### config.mk
export PLATFORM = sky130hd
export DESIGN_NAME = dmux4way16_stream
export DESIGN_NICKNAME = d
export VERILOG_FILES = /design/src/rtl/dmux4way16_stream_pkg.sv /design/src/rtl/dmux_slot.sv /design/src/rtl/dmux4way16_stream.sv
export SDC_FILE = /design/constraint.sdc
export NUM_CORES = 1
export LEC_CHECK = 0
export ABC_AREA = 1
export BUFFER_PORTS_ARGS = -buffer_cell sky130_fd_sc_hd__buf_4
export CORE_MARGIN = 4
export CORE_UTILIZATION = 54
export CTS_BUF_LIST = sky130_fd_sc_hd__clkbuf_4
export CTS_CLUSTER_SIZE = 24
export DETAILED_ROUTE_END_ITERATION = 10
export PLACE_DENSITY = 0.82
export REMOVE_ABC_BUFFERS = 1
export SLEW_MARGIN = 5
export SYNTH_ARGS = -nofsm -noshare
export SYNTH_HDL_FRONTEND = slang
export SYNTH_SLANG_ARGS = --single-unit
### constraint.sdc
create_clock -name clk -period 1.9 [get_ports clk]
set_clock_uncertainty 0.1 [all_clocks]
set_input_delay 0.095 -clock clk [delete_from_list [all_inputs] [get_ports clk]]
set_output_delay 0.095 -clock clk [all_outputs]
set_load 0.1 [all_outputs]
### src/rtl/dmux4way16_stream_pkg.sv
// dmux4way16_stream_pkg: shared constants and channel-state encoding
package dmux4way16_stream_pkg;
   localparam int NUM_CH = 4;
   localparam int SEL_W  = 2;
   typedef enum logic {EMPTY = 1'b0, FULL = 1'b1} ch_state_t;
endpackage

### src/rtl/dmux_slot.sv
// dmux_slot: one output channel's holding register, valid flag and delivery counter
module dmux_slot
   import dmux4way16_stream_pkg::*;
#(
   parameter int WIDTH = 16,
   parameter int CNT_W = 8
) (
   input  logic             clk,
   input  logic             rst_n,
   input  logic             load,
   input  logic [WIDTH-1:0] data,
   input  logic             ready,
   input  logic             clr,
   output logic [WIDTH-1:0] q,
   output logic             valid,
   output logic [CNT_W-1:0] cnt
);
   ch_state_t state;
   logic      deliver;
   assign valid   = state == FULL;
   assign deliver = valid && ready;
   // a load refills the slot even while it delivers; otherwise a delivery empties it
   always_ff @(posedge clk or negedge rst_n)
      if (!rst_n) begin
         state <= EMPTY;
         q     <= '0;
         cnt   <= '0;
      end else begin
         if (load) begin
            state <= FULL;
            q     <= data;
         end else if (deliver)
            state <= EMPTY;
         cnt <= clr ? '0 : cnt + CNT_W'(deliver);
      end
endmodule

### src/rtl/dmux4way16_stream.sv
// dmux4way16_stream: registered 4-way stream demultiplexer with per-channel delivery counters
module dmux4way16_stream
   import dmux4way16_stream_pkg::*;
#(
   parameter int WIDTH = 16,
   parameter int CNT_W = 8
) (
   input  logic              clk,
   input  logic              rst_n,
   input  logic [WIDTH-1:0]  in_data,
   input  logic [SEL_W-1:0]  in_sel,
   input  logic              in_valid,
   output logic              in_ready,
   output logic [WIDTH-1:0]  out_data0,
   output logic [WIDTH-1:0]  out_data1,
   output logic [WIDTH-1:0]  out_data2,
   output logic [WIDTH-1:0]  out_data3,
   output logic [NUM_CH-1:0] out_valid,
   input  logic [NUM_CH-1:0] out_ready,
   input  logic              cnt_clr,
   output logic [CNT_W-1:0]  cnt0,
   output logic [CNT_W-1:0]  cnt1,
   output logic [CNT_W-1:0]  cnt2,
   output logic [CNT_W-1:0]  cnt3
);
   logic [WIDTH-1:0] q [NUM_CH];
   logic [CNT_W-1:0] c [NUM_CH];
   logic             accept;
   assign in_ready = !out_valid[in_sel] || out_ready[in_sel];
   assign accept   = in_valid && in_ready;
   for (genvar i = 0; i < NUM_CH; i++) begin : g_slot
      dmux_slot #(.WIDTH(WIDTH), .CNT_W(CNT_W)) u_slot (
         .clk   (clk),
         .rst_n (rst_n),
         .load  (accept && in_sel == SEL_W'(i)),
         .data  (in_data),
         .ready (out_ready[i]),
         .clr   (cnt_clr),
         .q     (q[i]),
         .valid (out_valid[i]),
         .cnt   (c[i])
      );
   end
   assign out_data0 = q[0];
   assign out_data1 = q[1];
   assign out_data2 = q[2];
   assign out_data3 = q[3];
   assign cnt0      = c[0];
   assign cnt1      = c[1];
   assign cnt2      = c[2];
   assign cnt3      = c[3];
endmodule

* Word level (Yosys, flattened, before mapping)
Index checks and enable logic that the tools add are counted.
W data, S select, Z words.
** Operators by class
- $add $sub $neg :: 4
- $lt $le $gt $ge :: 1
- Eq/ne operators :: 3
- Muxes and demuxes :: 16
- Reductions and logical operators :: 16
** Operator list (count)
- $add A8 B1 Y8 :: 4
- $mux W8 :: 4
- $mux W1 :: 10
- $logic_and A1 B1 Y1 :: 9
- $reduce_bool A2 Y1 :: 4
- $bmux W1 S2 :: 2
- $eq A2 B2 Y1 const B :: 2
- $lt A2 B3 Y1 const B :: 1
- $eq A2 B1 Y1 const B :: 1
- $logic_not A2 Y1 :: 1
- $logic_not A1 Y1 :: 1
- $logic_or A1 B1 Y1 :: 1
** Storage, ports and cells
- Flip-flop bits (word level) :: 100
- Input port bits :: 26
- Output and inout bits :: 101
- Logic and storage cells :: 52

* Longest topological paths before layout
Gate-level depths: netlist of run 1.
- Word-level depth :: 7
- Depth in mapped cells :: 11
- Mapped depth without buffers :: 10

* Cells and area by module
Synthesis of run 1 repeated with hierarchy kept, for this count alone.
** Second synthesis, totals
- Cells, all modules :: 506
- Area total of the unflattened synthesis :: 4322.9 sq um
** Modules (own cells, without submodules)
- dmux_slot :: times used 4, cells an instance 119, area each 1047.3 sq um, seq. area each 625.6 sq um
- dmux4way16_stream :: times used 1, cells an instance 30, area each 133.9 sq um, seq. area each 0.0 sq um

* Worst setup path after synthesis of run 1
No wires, ideal clock.
- Path type :: register to register
- Start point :: register g_slot[2].u_slot.cnt[0]
- End point :: register g_slot[2].u_slot.cnt[6]
- Setup time :: 74 ps
- Arrival time :: 1998 ps
- Data required time :: 1726 ps
- Path slack :: -272 ps
- Cell stages (with the launch flop) :: 8
- Path buffers :: 0
- Period minus slack after synthesis :: 2172 ps
- Cells stage by stage :: dfrtp_1 ha_1 ha_1 nand2_1 nor3_1 nand2_1 xor2_1 nor2_1
** Between the ends
- Word-level cells in the longest chain between the ends :: 2
** Ends and longest elaborated chain
- from (decl) :: RTL line dmux_slot.sv:16 : output logic [CNT_W-1:0] cnt
- from (signal assigned) :: RTL line dmux_slot.sv:34 : cnt <= clr ? '0 : cnt + CNT_W'(deliver);
- $add A8 B1 Y8 :: RTL line dmux_slot.sv:34
- $mux W8 :: RTL line dmux_slot.sv:34
No other way between the ends.
A chain may end at the register's enable or synchronous reset.

* Final worst setup path of run 1
- Start point :: input in_sel[1]
- End point :: register g_slot[3].u_slot.q[1]
** Between the ends
- Word-level cells in the longest chain between the ends :: 6
- Elaborated cells on any way between the ends :: 9
- Classes of those cells :: 1 x eq/ne; 4 x mux; 4 x reduce/logical
** Ends and longest elaborated chain
- from (decl) :: RTL line dmux4way16_stream.sv:11 : input logic [SEL_W-1:0] in_sel,
- $bmux W1 S2 :: RTL line dmux4way16_stream.sv:29 : assign in_ready = !out_valid[in_sel] || out_ready[in_sel];
- $mux W1 (implied by the code) :: RTL line dmux4way16_stream.sv:29
- $logic_not A1 Y1 :: RTL line dmux4way16_stream.sv:29
- $logic_or A1 B1 Y1 :: RTL line dmux4way16_stream.sv:29
- $logic_and A1 B1 Y1 :: RTL line dmux4way16_stream.sv:30 : assign accept = in_valid && in_ready;
- $logic_and A1 B1 Y1 * :: RTL line dmux4way16_stream.sv:35 : .load (accept && in_sel == SEL_W'(i)),
- to (signal assigned) :: RTL line dmux_slot.sv:31 : q <= data;
- to (decl) :: RTL line dmux_slot.sv:14 : output logic [WIDTH-1:0] q,
Mark *: on every way between the ends. The rest lies on a longest branch, timed or not. The select of a mux whose other input is x is not followed.

==> results of run 1 <==
==> kinds of logic after synthesis <==
logic type | after synthesis
simple gates | 290
flops | 100
buf+inv | 64
compound gates | 33
fa+ha+maj | 8
xor+xnor | 2
==> what timing repair did <==
item	in CTS	in global routing
hold buffers	25	0
pin swaps	0	1
buffers inserted	0	5
gates cloned	0	1
endpoints found under the setup margin	1	4
gates resized for setup	1	2
hold endpoints to repair	178	0
==> placed cells by master, fill, tap and decap left out, types with 2 or more instances in the layout <==
cell	Yosys	final
a21oi_1	14	14
buf_4	6	140
bufinv_16	0	3
clkbuf_4	0	12
dfrtp_1	100	100
dlygate4sd3_1	0	25
ha_1	8	8
inv_1	29	29
inv_2	2	2
nand2_1	165	165
nand2_2	4	4
nand3_1	10	10
nand3_4	4	4
nand4_1	64	64
nor2_1	32	32
nor2_2	2	2
nor3_1	5	3
nor3_2	0	2
o21ai_0	15	15
o21ai_1	4	4
xor2_1	2	2
==> worst max-delay path: stages <==
cell	delay, ps
dlygate4sd3_1	530
buf_4	190
inv_2	70
nand3_1	80
nand2_2	80
nor2_4	200
nand2_8	100
nand4_1	80
dlygate4sd3_1	550
nand2_1	50
==> path summary, 6_finish.rpt <==
path                                              from                      end  slack (ps)
worst max-delay path                         in_sel[1]    g_slot[3].u_slot.q[1]         100
worst min-delay path                             rst_n  g_slot[2].u_slot.cnt[5]          20
worst max register to register  g_slot[1].u_slot.valid    g_slot[3].u_slot.q[1]         140
worst min register to register  g_slot[3].u_slot.q[13]   g_slot[3].u_slot.q[13]         390
max in group asynchronous                        rst_n   g_slot[1].u_slot.q[12]        1070
min in group clk                             in_sel[0]    g_slot[1].u_slot.q[3]          80
==> area by class of cell <==
| cell class | count | area (um2) | area share (%) |
|---|---|---|---|
| clock buffers | 12 | 90.09 | 1.510 |
| clock inverters | 4 | 97.59 | 1.636 |
| inverters | 32 | 122.6 | 2.056 |
| multi-input cells | 334 | 1688 | 28.30 |
| flip-flops and latches | 100 | 2502 | 41.96 |
| well taps | 105 | 131.4 | 2.203 |
| repair buffers | 167 | 1333 | 22.34 |
==> per-stage QoR <==
stage | TNS [ps] | std cells | cell area [um2] | power, mW | utilization, %
CTS | 0 | 748 | 5906 | 7.325 | 72.24
global route | 0 | 754 | 5964 | 7.593 | 72.96
detailed placement | 0 | 707 | 5464 | 5.917 | 66.84
global placement | 0 | 707 | 5464 | 5.872 | 66.84
floorplan | -19260 | 465 | 4292 | 5.087 | -
finish | 0 | 754 | 5964 | 7.323 | 72.96
==> flip-flops by register name, indices dropped and copies added, names as in the netlist <==
signal               flops
g_slot.u_slot.q         64
g_slot.u_slot.cnt       32
g_slot.u_slot.valid      4
==> power by group through the flow <==
stage	Clock [mW]	Combinational (mW)	Sequential (mW)
after floorplan	0	0.352	4.73
after global placement	0	3.24	2.63
after detailed placement	0	3.29	2.63
after CTS	1.40	3.33	2.60
after global routing	1.50	3.46	2.63
final	1.38	3.34	2.60
==> metal layers <==
layer | GRT usage, % | vias to the layer above | wire (um)
met1 | 31.58 | 1955 | 4859
met4 | 6.723 | 0 | 148
met2 | 40.70 | 157 | 6005
li1 | - | 1935 | -
met5 | 0 | - | 0
met3 | 6.311 | 17 | 1053
==> qor.csv, run 1 <==
stage,metric,value,unit
floorplanning,initial_core_util,55.20,%
timing,timing.hold.ws,24.28,ps
pwr,p_sw_share,48.93,%
critical_path,worstSetupPathType,in -> reg,
critical_path,critical_path.startpoint_type,input pin,
drt,drt_iter0_markers,238,
cells_and_area,n_antenna_cell,0,
cells_and_area,final_layout_size_suffix_gt1_share,27.43,%
synthesis,synth.largest_area_cell,dfrtp_1,
pwr,clockPowerShare,18.9,%
floorplanning,coreArea,0.008175,mm2
synthesis,yosysTopAreaCellShare,55.45,%
synthesis,syn_inst,497,
placement,globalplace.congestion,0.8194,
cells_and_area,area_growth,32.16,%
floorplanning,die-height,99.42,um
synthesis,avgSynthCellArea,9.081,um2
global_routing,global_route.overflow_total,0,
clock_network,cts_tree,done,
synthesis,area_fraction_in_compound_gates_after_synthesis,3.660,%
placement,port_buffers,126,
synthesis,synth.yosys.warnings,0,
critical_path,worst_setup_path_end_kind,flip-flop,
pwr,power.density_cell_area,1228,mW/mm2
clock_network,cts.sink_count,100,
timing,setup_viol_count_final,0,
synthesis,synth_top_flop_cell,dfrtp_1,
drt,antenna_left,0,
synthesis,ys_top_cells_by_count,"nand2_1 (165), dfrtp_1 (100), nand4_1 (64)",
timing,setup_slack,104.0,ps
timing,grt_setup_unrepaired,no,
critical_path,rr_worst_depth,8,
critical_path,critical_path.max_fanout,9,
drt,totalWireLength,12070,um
timing,worstMarginPinSlew,560.8,ps
synthesis,synth_sequential_area_ratio,55.45,%
clock_network,root_buffer,clkbuf_4,
cells_and_area,fillerInstances,615,
global_routing,grt.total_usage,24.34,%
synthesis,post_synth_xor_area_fraction,0.3881,%
floorplanning,num_rows,33,
floorplanning,num_io_pins,127,
clock_network,clkSlewWorstSetupHoldPaths,150,ps
timing,hold_violations,0,
synthesis,synth-simple-area-share,30.66,%
floorplanning,dieArea,0.009884,mm2
global_routing,grt_start_max_net_pins,41,
synthesis,synth_edf_count,0,
timing,finalMaxSlewViolations,0,
global_routing,grt_antenna_before_repair,0,
global_routing,grt_pass1_wl,19340,um
pwr,internal_power,3.739,mW
floorplanning,width_of_the_die,99.42,um
run,max_cap_viol_count,0,
synthesis,yosys_register_bits,100,
critical_path,data_arrival_at_the_endpoint_of_the_critical_path,2040,ps
synthesis,synth_cell_types,27,
placement,dp_slack,177.7,ps
synthesis,syn_area,0.004513,mm2
drt,route.detailed.vias_per_inst,5.390,
timing,worst_max_slew_margin_expressed_relative_to_the_limit,62.57,%
synthesis,synthAdderAreaFrac,2.218,%
timing,clock.fmax,556.8,MHz
critical_path,worst_ep_required_time,2140,ps
pwr,worst_ir_drop_vdd,0.0007331,V
clock_network,number_of_levels_in_the_clock_h_tree,3,
global_routing,vias_in_the_first_global_route,3912,
clock_network,cts_made_buffers,9,
pwr,power_frac_seq,35.5,%
outcome,status,completed,
synthesis,combinational_family_with_the_most_area_after_synthesis,simple AND/OR/NAND/NOR gates,
hold_path,min_path_type,in -> async,
pwr,leakagePower,3.158,nW
drt,drtPass1Iterations,4,
drt,vias,4064,
cells_and_area,layout.nets,678,
pwr,combinational_power_share,45.6,%
clock_network,worst_skew_pair.late_latency,420,ps
drt,wl_per_cell,16.00,um
placement,dp.final_hpwl,8226,um
synthesis,yosys-top-cells-area,"dfrtp_1 (55%), nand2_1 (14%), nand4_1 (8.9%)",
clock_network,clockBufferDepth,2,
timing,final_period_minus_worst_setup_slack,1796,ps
synthesis,synthMuxAreaShare,0,%
synthesis,post-synth-top-count-cell,nand2_1,
drt,drc_violations,0,
pwr,switchingPower,3.583,mW
timing,period_share,94.53,%
synthesis,postSynth.asyncResetShare,100.0,%
Power figures use the tool's default switching activity.
==> run 2: changes to the inputs <==
--- a/config.mk
+++ b/config.mk
@@ -8,11 +8,10 @@
 export ABC_AREA = 1
 export BUFFER_PORTS_ARGS = -buffer_cell sky130_fd_sc_hd__buf_4
 export CORE_MARGIN = 4
-export CORE_UTILIZATION = 54
+export CORE_UTILIZATION = 40
 export CTS_BUF_LIST = sky130_fd_sc_hd__clkbuf_4
 export CTS_CLUSTER_SIZE = 24
 export DETAILED_ROUTE_END_ITERATION = 10
-export PLACE_DENSITY = 0.82
 export REMOVE_ABC_BUFFERS = 1
 export SLEW_MARGIN = 5
 export SYNTH_ARGS = -nofsm -noshare
==> qor.csv, run 2 (synthesized netlist as in run 1, its figures left out) <==
stage,metric,value,unit
outcome,status,completed,
critical_path,cp_common_cell,dlygate4sd3_1,
cells_and_area,final_cells,787,
drt,antenna_left,0,
clock_network,cts_made_buffers,9,
cells_and_area,largest_reg_flops,64,
drt,wl_per_cell,15.38,um
drt,drtPass1Iterations,4,
critical_path,crit_path_start,in_sel[1],
clock_network,worst_skew_pair.late_latency,440,ps
cells_and_area,layout.nets,676,
critical_path,critical_path.max_fanout,9,
pwr,leakagePower,3.152,nW
floorplanning,num_io_pins,127,
run,max_cap_viol_count,0,
placement,placed_cells_incl_taps,740,
cells_and_area,n_antenna_cell,0,
timing,finalMaxSlewViolations,0,
floorplanning,die-height,114.2,um
placement,dp.final_hpwl,8071,um
global_routing,grt.total_usage,19.05,%
cells_and_area,top_register,g_slot.u_slot.q,
global_routing,grt_pass1_wl,19760,um
global_routing,grt_antenna_before_repair,0,
cells_and_area,area_growth,32.80,%
global_routing,global_route.overflow_total,0,
pwr,worst_ir_drop_vdd,0.0007220,V
pwr,power.density_cell_area,1220,mW/mm2
cells_and_area,final_layout_size_suffix_gt1_share,26.74,%
timing,setup_tns,0,ps
placement,port_buffers,126,
drt,vias,3976,
hold_path,worst_hold_startpoint,in_sel[0],
timing,clock.fmax,545.7,MHz
cells_and_area,final_core_util,54.81,%
timing,worst_max_slew_margin_expressed_relative_to_the_limit,59.54,%
critical_path,worst_ep_required_time,2160,ps
drt,drc_violations,0,
clock_network,number_of_levels_in_the_clock_h_tree,3,
cells_and_area,mostFrequentLayoutCell,nand2_1,
clock_network,cts_tree,done,
drt,totalWireLength,12110,um
critical_path,critical_path.startpoint_type,input pin,
critical_path,critical_path.cell_chain,"dlygate4sd3_1, buf_4, inv_2, nand3_1, nand2_2, nor2_4, nand2_8, nand4_1, dlygate4sd3_1, nand2_1",
cells_and_area,design_area,0.005993,mm2
critical_path,worst_setup_path_end_kind,flip-flop,
hold_path,min_path_type,in -> reg,
global_routing,grt_start_max_net_pins,70,
timing,worstMarginPinSlew,606.2,ps
critical_path,data_arrival_at_the_endpoint_of_the_critical_path,2090,ps
clock_network,root_buffer,clkbuf_4,
floorplanning,coreArea,0.01094,mm2
timing,period_share,96.45,%
floorplanning,dieArea,0.01305,mm2
timing,timing.hold.ws,61.61,ps
critical_path,cpLargestDelayFamily,buffers and inverters,
clock_network,cts.sink_count,100,
timing,hold_violations,0,
global_routing,vias_in_the_first_global_route,3884,
placement,placedInstanceArea,0.005493,mm2
critical_path,worstSetupPathType,in -> reg,
floorplanning,num_rows,38,
drt,drt_iter0_markers,206,
critical_path,worst_path_max_delay_cell,dlygate4sd3_1,
timing,setup_viol_count_final,0,
clock_network,clockBufferDepth,2,
critical_path,timing.critical_path.buf_inv,4,
critical_path,reg2reg_from,g_slot[2].u_slot.valid,
critical_path,worst_path_largest_cell_delay,550,ps
cells_and_area,layout.cells.most_common_list,"nand2_1 (165), buf_4 (137), dfrtp_1 (100)",
drt,route.detailed.vias_per_inst,5.052,
clock_network,clkSlewWorstSetupHoldPaths,160,ps
timing,final_period_minus_worst_setup_slack,1833,ps
placement,globalplace.congestion,0.8001,
floorplanning,width_of_the_die,114.2,um
floorplanning,initial_core_util,41.27,%
-- run 2: area by class of cell --
cell class / instances / area (um2)
Sequential cell: 100 / 2502
Inverter: 32 / 122.6
Multi-Input combinational cell: 334 / 1683
Clock buffer: 10 / 75.07
Fill cell: 1054 / 4942
Tap cell: 140 / 175.2
Clock inverter: 6 / 111.4
Timing Repair Buffer: 165 / 1324
-- run 2: layer usage --
metal  part of all wire (%)  GRT usage, %  up-vias
met4                    1.7         6.334        0
met1                     44         25.83     1887
met2                     47         29.74      141
met5                      0             0        -
met3                    8.1         5.127       20
li1                       -             -     1928
-- run 2: path summary, 6_finish.rpt --
| path | to | slack [ps] | cells after the start |
|---|---|---|---|
| hold reg to reg | g_slot[1].u_slot.q[4] | 390 | 2 |
| setup reg to reg | g_slot[1].u_slot.q[1] | 110 | 8 |
| max in group asynchronous | g_slot[0].u_slot.q[10] | 1260 | 3 |
| hold / removal | g_slot[1].u_slot.q[4] | 60 | 5 |
| min in group asynchronous | g_slot[0].u_slot.cnt[3] | 90 | 3 |
| setup / recovery | g_slot[1].u_slot.q[1] | 70 | 10 |
-- run 2: worst reg2reg max path, stage by stage (launching register included) --
cell           delay [ps]
dfrtp_1               440
nand2_1                90
nand2_1                50
nand2_1                70
nand2_2               140
nand2_8               150
nand4_1                90
dlygate4sd3_1         580
nand2_1                70
-- run 2: repair_timing --
item | CTS | global route
hold buffers | 26 | 0
cloned | 0 | 1
gates resized for setup | 1 | 2
endpoints found under the setup margin | 1 | 2
buffers inserted | 0 | 4
pin swaps | 0 | 1
endpoints found under the hold margin | 178 | 0
-- run 2: report_power, final --
group          total (mW)  switching (mW)  internal, mW
Sequential           2.59           0.180          2.41
Clock                1.39           0.710         0.684
Combinational        3.32            2.71         0.611
-- run 2: stage by stage --
step | worst slack [ps] | total power, mW
final | 67.38 | 7.311
after global routing | -3.053 | 7.642
after CTS | 15.45 | 7.370
after detailed placement | 229.8 | 5.913
after global placement | 299.7 | 5.894
after floorplan | -332.3 | 5.087
==> run 3: changes to the inputs <==
--- a/config.mk
+++ b/config.mk
@@ -12,6 +12,8 @@
 export CTS_BUF_LIST = sky130_fd_sc_hd__clkbuf_4
 export CTS_CLUSTER_SIZE = 24
 export DETAILED_ROUTE_END_ITERATION = 10
+export PLACE_DENSITY = 0.68
+export RECOVER_POWER = 25
 export REMOVE_ABC_BUFFERS = 1
 export SLEW_MARGIN = 5
 export SYNTH_ARGS = -nofsm -noshare
==> qor.csv, run 3 (synthesized netlist as in run 1, its figures left out) <==
stage,metric,value,unit
outcome,status,completed,
placement,port_buffers,126,
pwr,power_frac_seq,36.1,%
clock_network,root_buffer,clkbuf_4,
clock_network,cts_tree,done,
critical_path,timing.critical_path.buf_inv,1,
drt,wl_per_cell,15.65,um
global_routing,global_route.usage.met3,6.554,%
hold_path,min_to,g_slot[2].u_slot.q[13],
critical_path,worstSetupPathType,reg -> out,
cells_and_area,n_antenna_cell,0,
placement,placedInstanceArea,0.005485,mm2
drt,drt_iter0_markers,333,
global_routing,vias_in_the_first_global_route,3913,
clock_network,number_of_levels_in_the_clock_h_tree,3,
cells_and_area,largest_reg_flops,64,
global_routing,grt_pass1_wl,20210,um
drt,drc_violations,0,
cells_and_area,area_growth,30.50,%
critical_path,data_arrival_at_the_endpoint_of_the_critical_path,1620,ps
placement,globalplace.congestion,0.8053,
floorplanning,dieArea,0.01305,mm2
critical_path,critical_path.max_fanout,39,
critical_path,worst_setup_path_end_kind,primary output,
critical_path,cp_common_cell,nand2_1,
cells_and_area,final_layout_size_suffix_gt1_share,26.33,%
clock_network,cts_made_buffers,9,
critical_path,worst_path_max_delay_cell,dfrtp_1,
timing,worst_max_slew_margin_expressed_relative_to_the_limit,6.676,%
drt,drtPass1Iterations,4,
global_routing,grt_start_max_net_pins,101,
timing,clock.fmax,551.9,MHz
run,max_cap_viol_count,0,
timing,setup_slack,88.01,ps
critical_path,reg2reg_from,g_slot[1].u_slot.valid,
cells_and_area,final_core_util,53.86,%
timing,worstMarginPinSlew,1400,ps
clock_network,clockBufferDepth,2,
critical_path,cpLargestDelayFamily,simple AND/OR/NAND/NOR gates,
clock_network,worst_skew_pair.late_latency,430,ps
timing,final_period_minus_worst_setup_slack,1812,ps
placement,placed_cells_incl_taps,739,
pwr,design_power_total,7.200,mW
timing,setup_viol_count_final,0,
drt,route.detailed.vias_per_inst,5.126,
floorplanning,num_io_pins,127,
timing,finalMaxSlewViolations,0,
pwr,leakagePower,3.099,nW
clock_network,cts.sink_count,100,
cells_and_area,fillerInstances,996,
placement,dp.final_hpwl,8189,um
pwr,p_sw_share,50.39,%
cells_and_area,mostFrequentLayoutCell,nand2_1,
clock_network,postCtsSetupBuffers,0,
placement,dp_slack,174.6,ps
clock_network,clkSlewWorstSetupHoldPaths,160,ps
timing,timing.hold.ws,30.41,ps
floorplanning,width_of_the_die,114.2,um
floorplanning,coreArea,0.01094,mm2
pwr,switchingPower,3.628,mW
timing,period_share,95.37,%
critical_path,rr_worst_depth,9,
global_routing,grt.total_usage,19.09,%
pwr,clockPowerShare,18.0,%
floorplanning,num_rows,38,
critical_path,crit_path_start,g_slot[1].u_slot.valid,
global_routing,grt_util_met2,31.19,%
pwr,worst_ir_drop_vdd,0.0008977,V
cells_and_area,top_register,g_slot.u_slot.q,
critical_path,worst_path_largest_cell_delay,440,ps
global_routing,globalRouteMet1Util,25.24,%
cells_and_area,design_area,0.005889,mm2
critical_path,worst_ep_required_time,1700,ps
hold_path,worst_hold_startpoint,in_sel[0],
timing,hold_violations,0,
global_routing,most_used_routing_layer_in_global_routing,met2,
floorplanning,die-height,114.2,um
critical_path,critical_path.cell_chain,"nand2_1, nand2_1, nand2_1, nand2_2, nand2_8, buf_12",
pwr,power.density_cell_area,1223,mW/mm2
timing,grt_setup_unrepaired,yes,
cells_and_area,final_cells,778,
timing,setup_tns,0,ps
cells_and_area,layout.cells.most_common_list,"nand2_1 (165), buf_4 (131), dfrtp_1 (100)",
drt,vias,3988,
cells_and_area,layout.nets,667,
drt,totalWireLength,12180,um
hold_path,min_path_type,in -> reg,
drt,antenna_left,0,
critical_path,critical_path.reg2reg.endpoint,g_slot[1].u_slot.cnt[6],
global_routing,grt_antenna_before_repair,0,
critical_path,critical_path.startpoint_type,flip-flop,
pwr,combinational_power_share,45.9,%
floorplanning,initial_core_util,41.27,%
global_routing,global_route.overflow_total,0,
critical_path,setup.reg_to_reg.worst_slack,120,ps
pwr,internal_power,3.572,mW
hold_path,min_path_cells,4,
## run 3: changes by cell type in the layout (fill, tap and decap cells not counted), sizes merged
cell | previous run | this run
buf | 139 | 132
bufinv | 3 | 2
clkbuf | 10 | 12
clkinv | 1 | 0
dlygate4sd3 | 26 | 23
inv | 33 | 35
nand2 | 171 | 170
## run 3: how the worst max path moves through the flow
stage                              end  slack, ps  depth (start not counted)
2_1_floorplan  g_slot[2].u_slot.cnt[6]       -330                          9
3_3_place_gp   g_slot[3].u_slot.cnt[6]        240                          9
3_5_place_dp   g_slot[1].u_slot.cnt[6]        170                          9
4_1_cts                       in_ready         20                          6
5_1_grt                       in_ready        -30                          6
6_report                      in_ready         90                          6
## run 3: power by group through the flow
stage          clock [mW]  combinational, mW  sequential [mW]
2_1_floorplan           0              0.352             4.73
3_3_place_gp            0               3.26             2.64
3_5_place_dp            0               3.28             2.64
4_1_cts              1.35               3.32             2.60
5_1_grt              1.43               3.43             2.64
6_report             1.29               3.30             2.60
## run 3: area by class of cell
type                       count  area (um2)  area share (%)
clock buffer                  10       75.07           1.275
clock inverter                 6       93.84           1.593
inverter                      32       122.6           2.082
multi-input combinational    333        1672           28.38
sequential                   100        2502           42.49
tap                          140       175.2           2.974
timing repair buffer         157        1249           21.20
## run 3: worst min-delay path, delay by kind of cell
kind                   cells  cell delay (ps)
buffers and inverters      1              170
AND/OR/NAND/NOR            3              270
## run 3: per-layer routing
metal  share of wire (%)  up-vias  wire length (um)
met5                   0        -                 0
met4                0.52        0                63
met3                 8.2        7              1000
met2                  48      136              5840
met1                  43     1924              5271
li1                    -     1921                 -
## run 3: repair_timing
| action | in CTS | in global routing |
|---|---|---|
| endpoints found under the hold margin | 178 | 1 |
| setup endpoints to repair | 1 | 2 |
| pin swaps | 0 | 3 |
| gates cloned | 0 | 0 |
| resized for setup | 2 | 2 |
| hold buffers | 22 | 1 |
